===== src/rtl/mem_copy_master_if.sv =====
// Memory bus between an initiator and the BRAM controller.
//   mem_valid  initiator -> responder  transaction request, held until mem_ready
//   mem_ready  responder -> initiator  one-cycle completion strobe
//   mem_addr   initiator -> responder  word-aligned byte address
//   mem_wdata  initiator -> responder  write data
//   mem_wstrb  initiator -> responder  4'b0000 read, 4'b1111 write
//   mem_rdata  responder -> initiator  read data, valid in the mem_ready cycle
interface mem_copy_master_if;
  logic        mem_valid;
  logic        mem_ready;
  logic [31:0] mem_addr;
  logic [31:0] mem_wdata;
  logic [3:0]  mem_wstrb;
  logic [31:0] mem_rdata;

  modport master (
    output mem_valid, mem_addr, mem_wdata, mem_wstrb,
    input  mem_ready, mem_rdata
  );

  modport slave (
    input  mem_valid, mem_addr, mem_wdata, mem_wstrb,
    output mem_ready, mem_rdata
  );
endinterface


===== src/rtl/mem_copy_master.sv =====
// Block-copy bus initiator. On an accepted start it copies len_words_i 32-bit
// words from src_addr_i to dst_addr_i, one read followed by one write per word,
// with one idle bus cycle after every completed transaction. A watchdog aborts
// a transaction that waits TIMEOUT_CYCLES cycles for mem_ready (0 disables it).
// Ports:
//   clk          clock, posedge
//   reset_n      asynchronous active-low reset
//   start_i      one-cycle request, honoured only while busy_o is low
//   src_addr_i   source byte address (bits [1:0] ignored)
//   dst_addr_i   destination byte address (bits [1:0] ignored)
//   len_words_i  word count, 0 allowed
//   busy_o       copy in progress (includes the done cycle)
//   done_o       one-cycle pulse on successful completion
//   error_o      sticky watchdog abort flag, cleared by the next accepted start
//   bus          memory bus, master side
module mem_copy_master #(
  parameter int unsigned LEN_W          = 16,
  parameter int unsigned TIMEOUT_CYCLES = 255
) (
  input  logic                 clk,
  input  logic                 reset_n,
  input  logic                 start_i,
  input  logic [31:0]          src_addr_i,
  input  logic [31:0]          dst_addr_i,
  input  logic [LEN_W-1:0]     len_words_i,
  output logic                 busy_o,
  output logic                 done_o,
  output logic                 error_o,
  mem_copy_master_if.master    bus
);

  typedef enum logic [2:0] {
    IDLE, RD, RD_GAP, WR, WR_GAP, DONE, ERR
  } state_e;

  state_e            state_q, state_d;
  logic [31:0]       src_q, src_d;
  logic [31:0]       dst_q, dst_d;
  logic [31:0]       data_q, data_d;
  logic [31:0]       addr_q, addr_d;
  logic [31:0]       wdata_q, wdata_d;
  logic [LEN_W-1:0]  cnt_q, cnt_d;
  logic [31:0]       wd_q, wd_d;
  logic              err_q, err_d;
  logic              in_txn;
  logic              timeout;

  assign in_txn  = (state_q == RD) || (state_q == WR);
  // wd_q counts completed waiting cycles of the current request, so the limit
  // is hit in the TIMEOUT_CYCLES-th high cycle of mem_valid.
  assign timeout = (TIMEOUT_CYCLES != 0) && (wd_q == TIMEOUT_CYCLES - 1);
  assign wd_d    = in_txn ? wd_q + 32'd1 : 32'd0;

  always_ff @(posedge clk or negedge reset_n) begin
    if (!reset_n) begin
      state_q <= IDLE;
      src_q   <= '0;
      dst_q   <= '0;
      data_q  <= '0;
      addr_q  <= '0;
      wdata_q <= '0;
      cnt_q   <= '0;
      wd_q    <= '0;
      err_q   <= 1'b0;
    end else begin
      state_q <= state_d;
      src_q   <= src_d;
      dst_q   <= dst_d;
      data_q  <= data_d;
      addr_q  <= addr_d;
      wdata_q <= wdata_d;
      cnt_q   <= cnt_d;
      wd_q    <= wd_d;
      err_q   <= err_d;
    end
  end

  always_comb begin
    state_d = state_q;
    src_d   = src_q;
    dst_d   = dst_q;
    data_d  = data_q;
    addr_d  = addr_q;
    wdata_d = wdata_q;
    cnt_d   = cnt_q;
    err_d   = err_q;
    unique case (state_q)
      // ERR is not busy, so a start arriving there is accepted like in IDLE.
      IDLE, ERR: begin
        state_d = IDLE;
        if (start_i) begin
          src_d = src_addr_i & ~32'h3;
          dst_d = dst_addr_i & ~32'h3;
          cnt_d = len_words_i;
          err_d = 1'b0;
          if (len_words_i == '0) begin
            state_d = DONE;
          end else begin
            state_d = RD;
            addr_d  = src_addr_i & ~32'h3;
          end
        end
      end
      RD: begin
        if (bus.mem_ready) begin
          data_d  = bus.mem_rdata;
          state_d = RD_GAP;
        end else if (timeout) begin
          state_d = ERR;
          err_d   = 1'b1;
        end
      end
      // Write data is only loaded while mem_valid is low, so it never moves
      // under a pending request and stays put through idle cycles.
      RD_GAP: begin
        state_d = WR;
        addr_d  = dst_q;
        wdata_d = data_q;
      end
      // The DONE cycle doubles as the idle cycle after the final write.
      WR: begin
        if (bus.mem_ready) begin
          state_d = (cnt_q == LEN_W'(1)) ? DONE : WR_GAP;
        end else if (timeout) begin
          state_d = ERR;
          err_d   = 1'b1;
        end
      end
      WR_GAP: begin
        src_d   = src_q + 32'd4;
        dst_d   = dst_q + 32'd4;
        cnt_d   = cnt_q - LEN_W'(1);
        addr_d  = src_q + 32'd4;
        state_d = RD;
      end
      DONE:    state_d = IDLE;
      default: state_d = IDLE;
    endcase
  end

  assign bus.mem_valid = in_txn;
  assign bus.mem_addr  = addr_q;
  assign bus.mem_wdata = wdata_q;
  assign bus.mem_wstrb = (state_q == WR) ? 4'hF : 4'h0;
  assign busy_o        = (state_q != IDLE) && (state_q != ERR);
  assign done_o        = (state_q == DONE);
  assign error_o       = err_q;

endmodule


===== src/flat_wrapper.sv =====
// flat-port wrapper written by rule: the top's interface ports become plain ports
module mem_copy_master_flat 
#(
  parameter int unsigned LEN_W          = 16,
  parameter int unsigned TIMEOUT_CYCLES = 255
)
  (clk, reset_n, start_i, src_addr_i, dst_addr_i, len_words_i, busy_o, done_o, error_o, bus_mem_valid, bus_mem_addr, bus_mem_wdata, bus_mem_wstrb, bus_mem_ready, bus_mem_rdata);
  mem_copy_master_if bus_i ();
  input  logic clk;
  input  logic reset_n;
  input  logic start_i;
  input  logic [31:0] src_addr_i;
  input  logic [31:0] dst_addr_i;
  input  logic [LEN_W-1:0] len_words_i;
  output logic busy_o;
  output logic done_o;
  output logic error_o;
  output wire logic [$bits(bus_i.mem_valid)-1:0] bus_mem_valid;
  output wire logic [$bits(bus_i.mem_addr)-1:0] bus_mem_addr;
  output wire logic [$bits(bus_i.mem_wdata)-1:0] bus_mem_wdata;
  output wire logic [$bits(bus_i.mem_wstrb)-1:0] bus_mem_wstrb;
  input wire logic [$bits(bus_i.mem_ready)-1:0] bus_mem_ready;
  input wire logic [$bits(bus_i.mem_rdata)-1:0] bus_mem_rdata;
  assign bus_mem_valid = bus_i.mem_valid;
  assign bus_mem_addr = bus_i.mem_addr;
  assign bus_mem_wdata = bus_i.mem_wdata;
  assign bus_mem_wstrb = bus_i.mem_wstrb;
  assign bus_i.mem_ready = bus_mem_ready;
  assign bus_i.mem_rdata = bus_mem_rdata;
  mem_copy_master #(.LEN_W(LEN_W), .TIMEOUT_CYCLES(TIMEOUT_CYCLES)) u_core (.clk(clk), .reset_n(reset_n), .start_i(start_i), .src_addr_i(src_addr_i), .dst_addr_i(dst_addr_i), .len_words_i(len_words_i), .busy_o(busy_o), .done_o(done_o), .error_o(error_o), .bus(bus_i));
endmodule

===== config.mk =====
export PLATFORM = sky130hd
export DESIGN_NAME = mem_copy_master_flat
export DESIGN_NICKNAME = d
export VERILOG_FILES = /design/src/rtl/mem_copy_master_if.sv /design/src/rtl/mem_copy_master.sv /design/src/flat_wrapper.sv
export SDC_FILE = /design/constraint.sdc
export NUM_CORES = 1
export LEC_CHECK = 0
export CAP_MARGIN = 20
export CELL_PAD_IN_SITES_DETAIL_PLACEMENT = 0
export CELL_PAD_IN_SITES_GLOBAL_PLACEMENT = 2
export CORE_ASPECT_RATIO = 0.8
export CORE_MARGIN = 2
export CORE_UTILIZATION = 36
export DETAILED_ROUTE_END_ITERATION = 7
export GPL_ROUTABILITY_DRIVEN = 0
export PLACE_DENSITY_LB_ADDON = 0.25
export SLEW_MARGIN = 30
export SYNTH_ARGS = -nofsm -noshare
export SYNTH_HDL_FRONTEND = slang
export SYNTH_SLANG_ARGS = --single-unit

===== constraint.sdc =====
create_clock -name clk -period 3.2 [get_ports clk]
set_input_delay 0.64 -clock clk [delete_from_list [all_inputs] [get_ports clk]]
set_output_delay 0.64 -clock clk [all_outputs]
set_load 0.01 [all_outputs]

; ---- Yosys cells after proc, flatten, opt, wreduce, memory -nomap -nowiden
; Cells that the tools add are included.
[classes]
mux = 22
multipliers = 0
addsub = 4
n_bitwise = 0
eq_ne = 13
n_div = 0
n_reduce_logical = 14
n_lt_le_gt_ge = 0
n_shift = 0
[op_table]
columns = cell, n
row1 = $mux 32, 5
row2 = $pmux 32 s2, 2
row3 = $pmux 32 s3, 1
row4 = $add 32x3->32 const B, 2
row5 = $add 32x1->32 const B, 1
row6 = $eq 32x8->1 const B, 1
row7 = $pmux 16 s2, 1
row8 = $eq 16x1->1 const B, 1
row9 = $logic_not 16->1, 1
row10 = $mux 16, 1
row11 = $sub 16x1->16 const B, 1
row12 = $mux 3, 5
row13 = $pmux 3 s5, 1
row14 = $eq 3x3->1 const B, 3
row15 = $eq 3x2->1 const B, 2
row16 = $ne 2x2->1 const B, 3
row17 = $reduce_bool 3->1, 2
row18 = $mux 1, 4
row19 = $mux 4, 1
row20 = $reduce_and 2->1, 2
row21 = $reduce_and 4->1, 1
row22 = $reduce_bool 2->1, 2
row23 = $reduce_or 2->1, 2
row24 = $eq 3x1->1 const B, 1
row25 = 7 further kinds, 7
[word_totals]
input_bits = 116
latch_bits = 0
mem_count = 0
wordCells = 62
mem_bits_rw = 0
romBits = 0
regBits = 212

; ---- Logic depth before layout (Yosys ltp)
; Gate-level depths: netlist of run 1.
[logic_depth]
ltp_word = 4
depth_mapped = 8

; ---- Worst setup path before layout of run 1
; OpenSTA, ideal clock, no wires.
[synth_path]
path_type = register to register
startpoint = register u_core.src_q[2]
endpoint = register u_core.addr_q[22], in the netlist u_core.bus.mem_addr[22]
path_buffers = 1
synth_period_minus_slack_ns = 2.175
arrival_ns = 2.093
path_stages_with_launch = 8
slack_ns = 1.025
path_cell_list = dfrtp_1 > ha_1 > nand4_1 > or4_1 > buf_2 > or3_1 > a21o_1 > a31oi_1
[synth_between]
elab_chain_len = 2
[synth_lines]
columns = item, line_no
row1 = start: declaration, mem_copy_master.sv:37  ; logic [31:0] src_q, src_d;
row2 = start signal: assignment, mem_copy_master.sv:67  ; src_q <= src_d;
row3 = $add 32x3->32, mem_copy_master.sv:133  ; addr_d = src_q + 32'd4;
row4 = $pmux 32 s3, mem_copy_master.sv:87  ; unique case (state_q)
row5 = end signal: assignment, mem_copy_master.sv:70  ; addr_q <= addr_d;
row6 = end: declaration, mem_copy_master.sv:40  ; logic [31:0] addr_q, addr_d;
; No other way between the ends.
; A chain may end at the register's enable or synchronous reset.

; ---- Final worst setup path of run 1
[layout_path]
startpoint = register u_core.state_q[1]
endpoint = output busy_o
[layout_between]
elab_chain_len = 2
elab_cells_between_ends = 3
classes_between = eq/ne: 1 / reduce/logical: 2
[layout_lines]
columns = item, line_no
row1 = start: declaration, mem_copy_master.sv:36  ; state_e state_q, state_d;
row2 = start signal: assignment, mem_copy_master.sv:66  ; state_q <= state_d;
row3 = $ne 3x3->1 or $reduce_bool 3->1 (tied branches), mem_copy_master.sv:145  ; assign busy_o = (state_q != IDLE) && (state_q != ERR);
row4 = $logic_and 1x1->1 *, mem_copy_master.sv:145
row5 = end: declaration, flat_wrapper.sv:15  ; output logic busy_o;
; Every way passes the cells marked *; elsewhere a longest branch is shown, timed or not.

==> metrics.yaml, run 1 <==
final_layout:
  drive_gt1_frac: 0.131
  fin_nets: 1411
  layout_common_cells: "dfrtp_1 (206), clkdlybuf4s50_1 (182), nor2_1 (119)"
  synthToLayoutAreaGrowth_pct: 29.1
  final_cells: 1684
  design_area_sq_um: 13900
  layout_commonest_cell: "dfrtp_1"
  post-route-util: 0.473
timing:
  fmax_mhz: 334
  min_period_ns: 3.00
  holdWs_ns: 0.148
  rsz0062_at_grt: "false"
  hold_viol: 0
  finalCritPeriodShare: 0.937
  drv_slew: 0
  slew_headroom: 0.445
  setup_ws_ns: 0.202
  tightest_slew_ns: 0.826
  skew_ns: 0.0132
  setup_violations: 0
  fin_tns_setup_ns: 0
detailed_routing:
  avgViaCountPerCell: 5.61
  met1_length_microns: 16500
  top_layer: "met4"
  drtIter0Drc: 669
  wl_met3_microns: 2420
  wl_microns: 33700
  drc: 0
  met2_length_microns: 14200
  drt-pass1-iter-count: 5
  vias: 9445
  drtAntennaViolNets: 0
  wire_per_inst_microns: 20.0
critical_path:
  cpLargestDelayFamily: "buffers and inverters"
  slowest_delay_ns: 0.57
  start_kind: "register"
  cp_data_arrival_time_ns: 2.36
  end_kind: "output port"
  cp_cell_sequence: "buf_4, nor2b_1, or3_1, clkdlybuf4s50_1"
  critPathSlowestCell: "clkdlybuf4s50_1"
  cp_max_fo: 9
  crit_type: "register to output port"
  crit_buf_inv: 2
  required_ns: 2.56
power_and_ir_drop:
  p_seq_frac: 0.377
  p_comb_frac: 0.403
  clkPwrFrac: 0.220
  p_int_mw: 8.03
  swShare: 0.376
  p_switching_mw: 4.83
  total_power_mw: 12.9
  p_leak_nw: 5.44
  power_density_nw_per_um2: 926
  ir_drop_v: 0.000646
logic_synthesis:
  synth_edf_count: 0
  yosys_warnings: 0
  synth_area_per_cell_sq_um: 9.57
  synthArstFlopShare: 1.00
  synthCells: 1124
  ys_dominant_reg_cell: "dfrtp_1"
  synth_seq_area_share: 0.482
  ys_types: 74
  synth_area_sq_um: 10800
  synth_fp_nets: 1246
  synth_seq_cells: 207
floorplanning:
  start_util: 0.366
  core-area_sq_um: 29400
  die_x_microns: 197
  rows: 56
  io-pin-count: 188
  die_y_microns: 159
  dieArea_sq_um: 31300
grt:
  antenna_found_initial: 2
  grt_pass1_wl_microns: 53200
  grt_overflow: 0
  grt_pass1_vias: 9155
  grt_start_max_net_pins: 77
  gr-usage-all-layers: 0.218
clocking:
  cts_tree: "yes"
  clock-root-buffer: "clkbuf_16"
  cts.clk_slew.worst_paths_ns: 0.06
  insertion_delay_ns: 0.52
  cts_buffer_depth: 3
  cts_made_buffers: 24
  htree_num_levels: 1
  cts.sinks: 207
  post_cts_buffers: 0
placement:
  io_buffers: 183
  dpl_worst_slack_ns: 0.475
  place_area_sq_um: 13100
  dp_hpwl_microns: 23700
  dp.cells: 1640
min_path:
  min_path_type: "input port to async pin"
outcome:
  status: "finished, final reports clean"
flow_run:
  max_cap_viol_count: 0
[final timing paths]
| kind | from | endpoint | slack, ns | cells after the start |
|---|---|---|---|---|
| worst max-delay path | u_core.state_q[1] | busy_o | 0.20 | 4 |
| worst min-delay path | reset_n | u_core.wd_q[10] | 0.15 | 1 |
| worst max register to register | u_core.src_q[2] | u_core.bus.mem_addr[22] | 0.59 | 7 |
| worst min register to register | u_core.data_q[23] | u_core.bus.mem_wdata[23] | 0.50 | 1 |
| max in group asynchronous | reset_n | u_core.bus.mem_addr[19] | 2.18 | 2 |
| min in group clk | u_core.data_q[23] | u_core.bus.mem_wdata[23] | 0.50 | 1 |
[worst reg2reg max path, delay by kind of cell (launching register included)]
kind / cells / cell delay, ns
AND/OR/NAND/NOR: 3 / 1.20
flip-flops: 1 / 0.46
AO/OA/AOI/OAI: 2 / 0.35
adder cells (fa/ha/maj): 1 / 0.34
buffers and inverters: 1 / 0.18
[synth_stat cells, types with 3 or more instances]
master | count | area share
xor2_1 | 29 | 0.024
nand3_1 | 50 | 0.023
nand2_1 | 104 | 0.036
mux2_2 | 66 | 0.069
nor2_1 | 120 | 0.042
ha_1 | 6 | 0.0070
o31ai_1 | 4 | 0.0028
a31oi_1 | 27 | 0.016
clkbuf_1 | 59 | 0.021
and2_1 | 5 | 0.0029
xnor2_1 | 20 | 0.016
a221o_1 | 10 | 0.0093
o22ai_1 | 11 | 0.0064
o311ai_0 | 6 | 0.0049
a22oi_1 | 19 | 0.013
a21oi_1 | 53 | 0.025
inv_1 | 20 | 0.0070
nor4_1 | 34 | 0.020
o32ai_1 | 3 | 0.0024
buf_2 | 7 | 0.0033
dfrtp_1 | 207 | 0.48
buf_4 | 4 | 0.0028
nor4b_1 | 3 | 0.0024
nand2b_1 | 7 | 0.0041
buf_1 | 10 | 0.0035
a211oi_1 | 13 | 0.0091
or3_1 | 14 | 0.0081
nor3_1 | 25 | 0.012
o211ai_1 | 7 | 0.0049
a311oi_1 | 10 | 0.0081
o21ai_0 | 43 | 0.020
or4_1 | 7 | 0.0049
o21a_1 | 4 | 0.0028
and3_1 | 15 | 0.0087
o221a_2 | 5 | 0.0052
and4_1 | 12 | 0.0098
nand4_1 | 29 | 0.017
a221oi_1 | 4 | 0.0033
o31a_1 | 4 | 0.0033
[cells by family (layout without fill, tap and decap cells)]
kind of cell,after synthesis,in the layout,synth area share
AOI/OAI and AO/OA,245,245,0.154
xor gates and xnor gates,49,49,0.0399
adders and majority gates,6,6,0.00698
buffers and inverters,104,285,0.0392
DFF,207,207,0.482
muxes,68,68,0.0710
other,0,2,0
and+or+nand+nor,445,445,0.207
[layout make-up]
type | instances | area (sq um)
Timing Repair Buffer | 220 | 2150
Fill cell | 2782 | 15500
Multi-Input combinational cell | 813 | 5180
Tap cell | 377 | 472
Clock buffer | 33 | 716
Inverter | 23 | 90.1
Sequential cell | 207 | 5180
Clock inverter | 9 | 97.6
Antenna cell | 2 | 5.00
[flip-flops by register name (all words and copies together) (netlist names)]
signal / count
u_core.bus.mem_addr: 31
u_core.bus.mem_wdata: 32
u_core.cnt_q: 16
u_core.data_q: 32
u_core.dst_q: 30
u_core.error_o: 1
u_core.src_q: 30
u_core.state_q: 3
u_core.wd_q: 32
[power by group through the flow]
stage	combinational, mW	sequential (mW)	clock, mW
floorplan	3.07	4.64	0
global placement	5.14	4.83	0
detailed placement	5.21	4.87	0
CTS	5.24	4.84	2.91
global route	5.73	5.03	3.01
finish	5.18	4.85	2.83
[metal layers]
| metal | vias up | GRT usage |
|---|---|---|
| met2 | 289 | 0.320 |
| li1 | 4479 | - |
| met5 | - | 0.00805 |
| met1 | 4646 | 0.326 |
| met4 | 0 | 0.0455 |
| met3 | 31 | 0.0487 |
[repair_timing]
item / CTS / global route
gates resized for setup: 0 / 2
setup endpoints to repair: 0 / 4
hold buffers: 0 / 0
(Power assumes the default switching activity.)
==> run 2, diff against run 1 <==
--- a/config.mk
+++ b/config.mk
@@ -14,6 +14,7 @@
 export DETAILED_ROUTE_END_ITERATION = 7
 export GPL_ROUTABILITY_DRIVEN = 0
 export PLACE_DENSITY_LB_ADDON = 0.25
+export SKIP_CTS_REPAIR_TIMING = 1
 export SLEW_MARGIN = 30
 export SYNTH_ARGS = -nofsm -noshare
 export SYNTH_HDL_FRONTEND = slang
==> results of run 2 <==
Final layout, timing and power as in run 1 (identical DEF).
==> run 3, diff against run 2 <==
--- a/config.mk
+++ b/config.mk
@@ -14,7 +14,6 @@
 export DETAILED_ROUTE_END_ITERATION = 7
 export GPL_ROUTABILITY_DRIVEN = 0
 export PLACE_DENSITY_LB_ADDON = 0.25
-export SKIP_CTS_REPAIR_TIMING = 1
 export SLEW_MARGIN = 30
 export SYNTH_ARGS = -nofsm -noshare
 export SYNTH_HDL_FRONTEND = slang
==> results of run 3 <==
Final layout, timing and power as in run 1 (identical DEF).
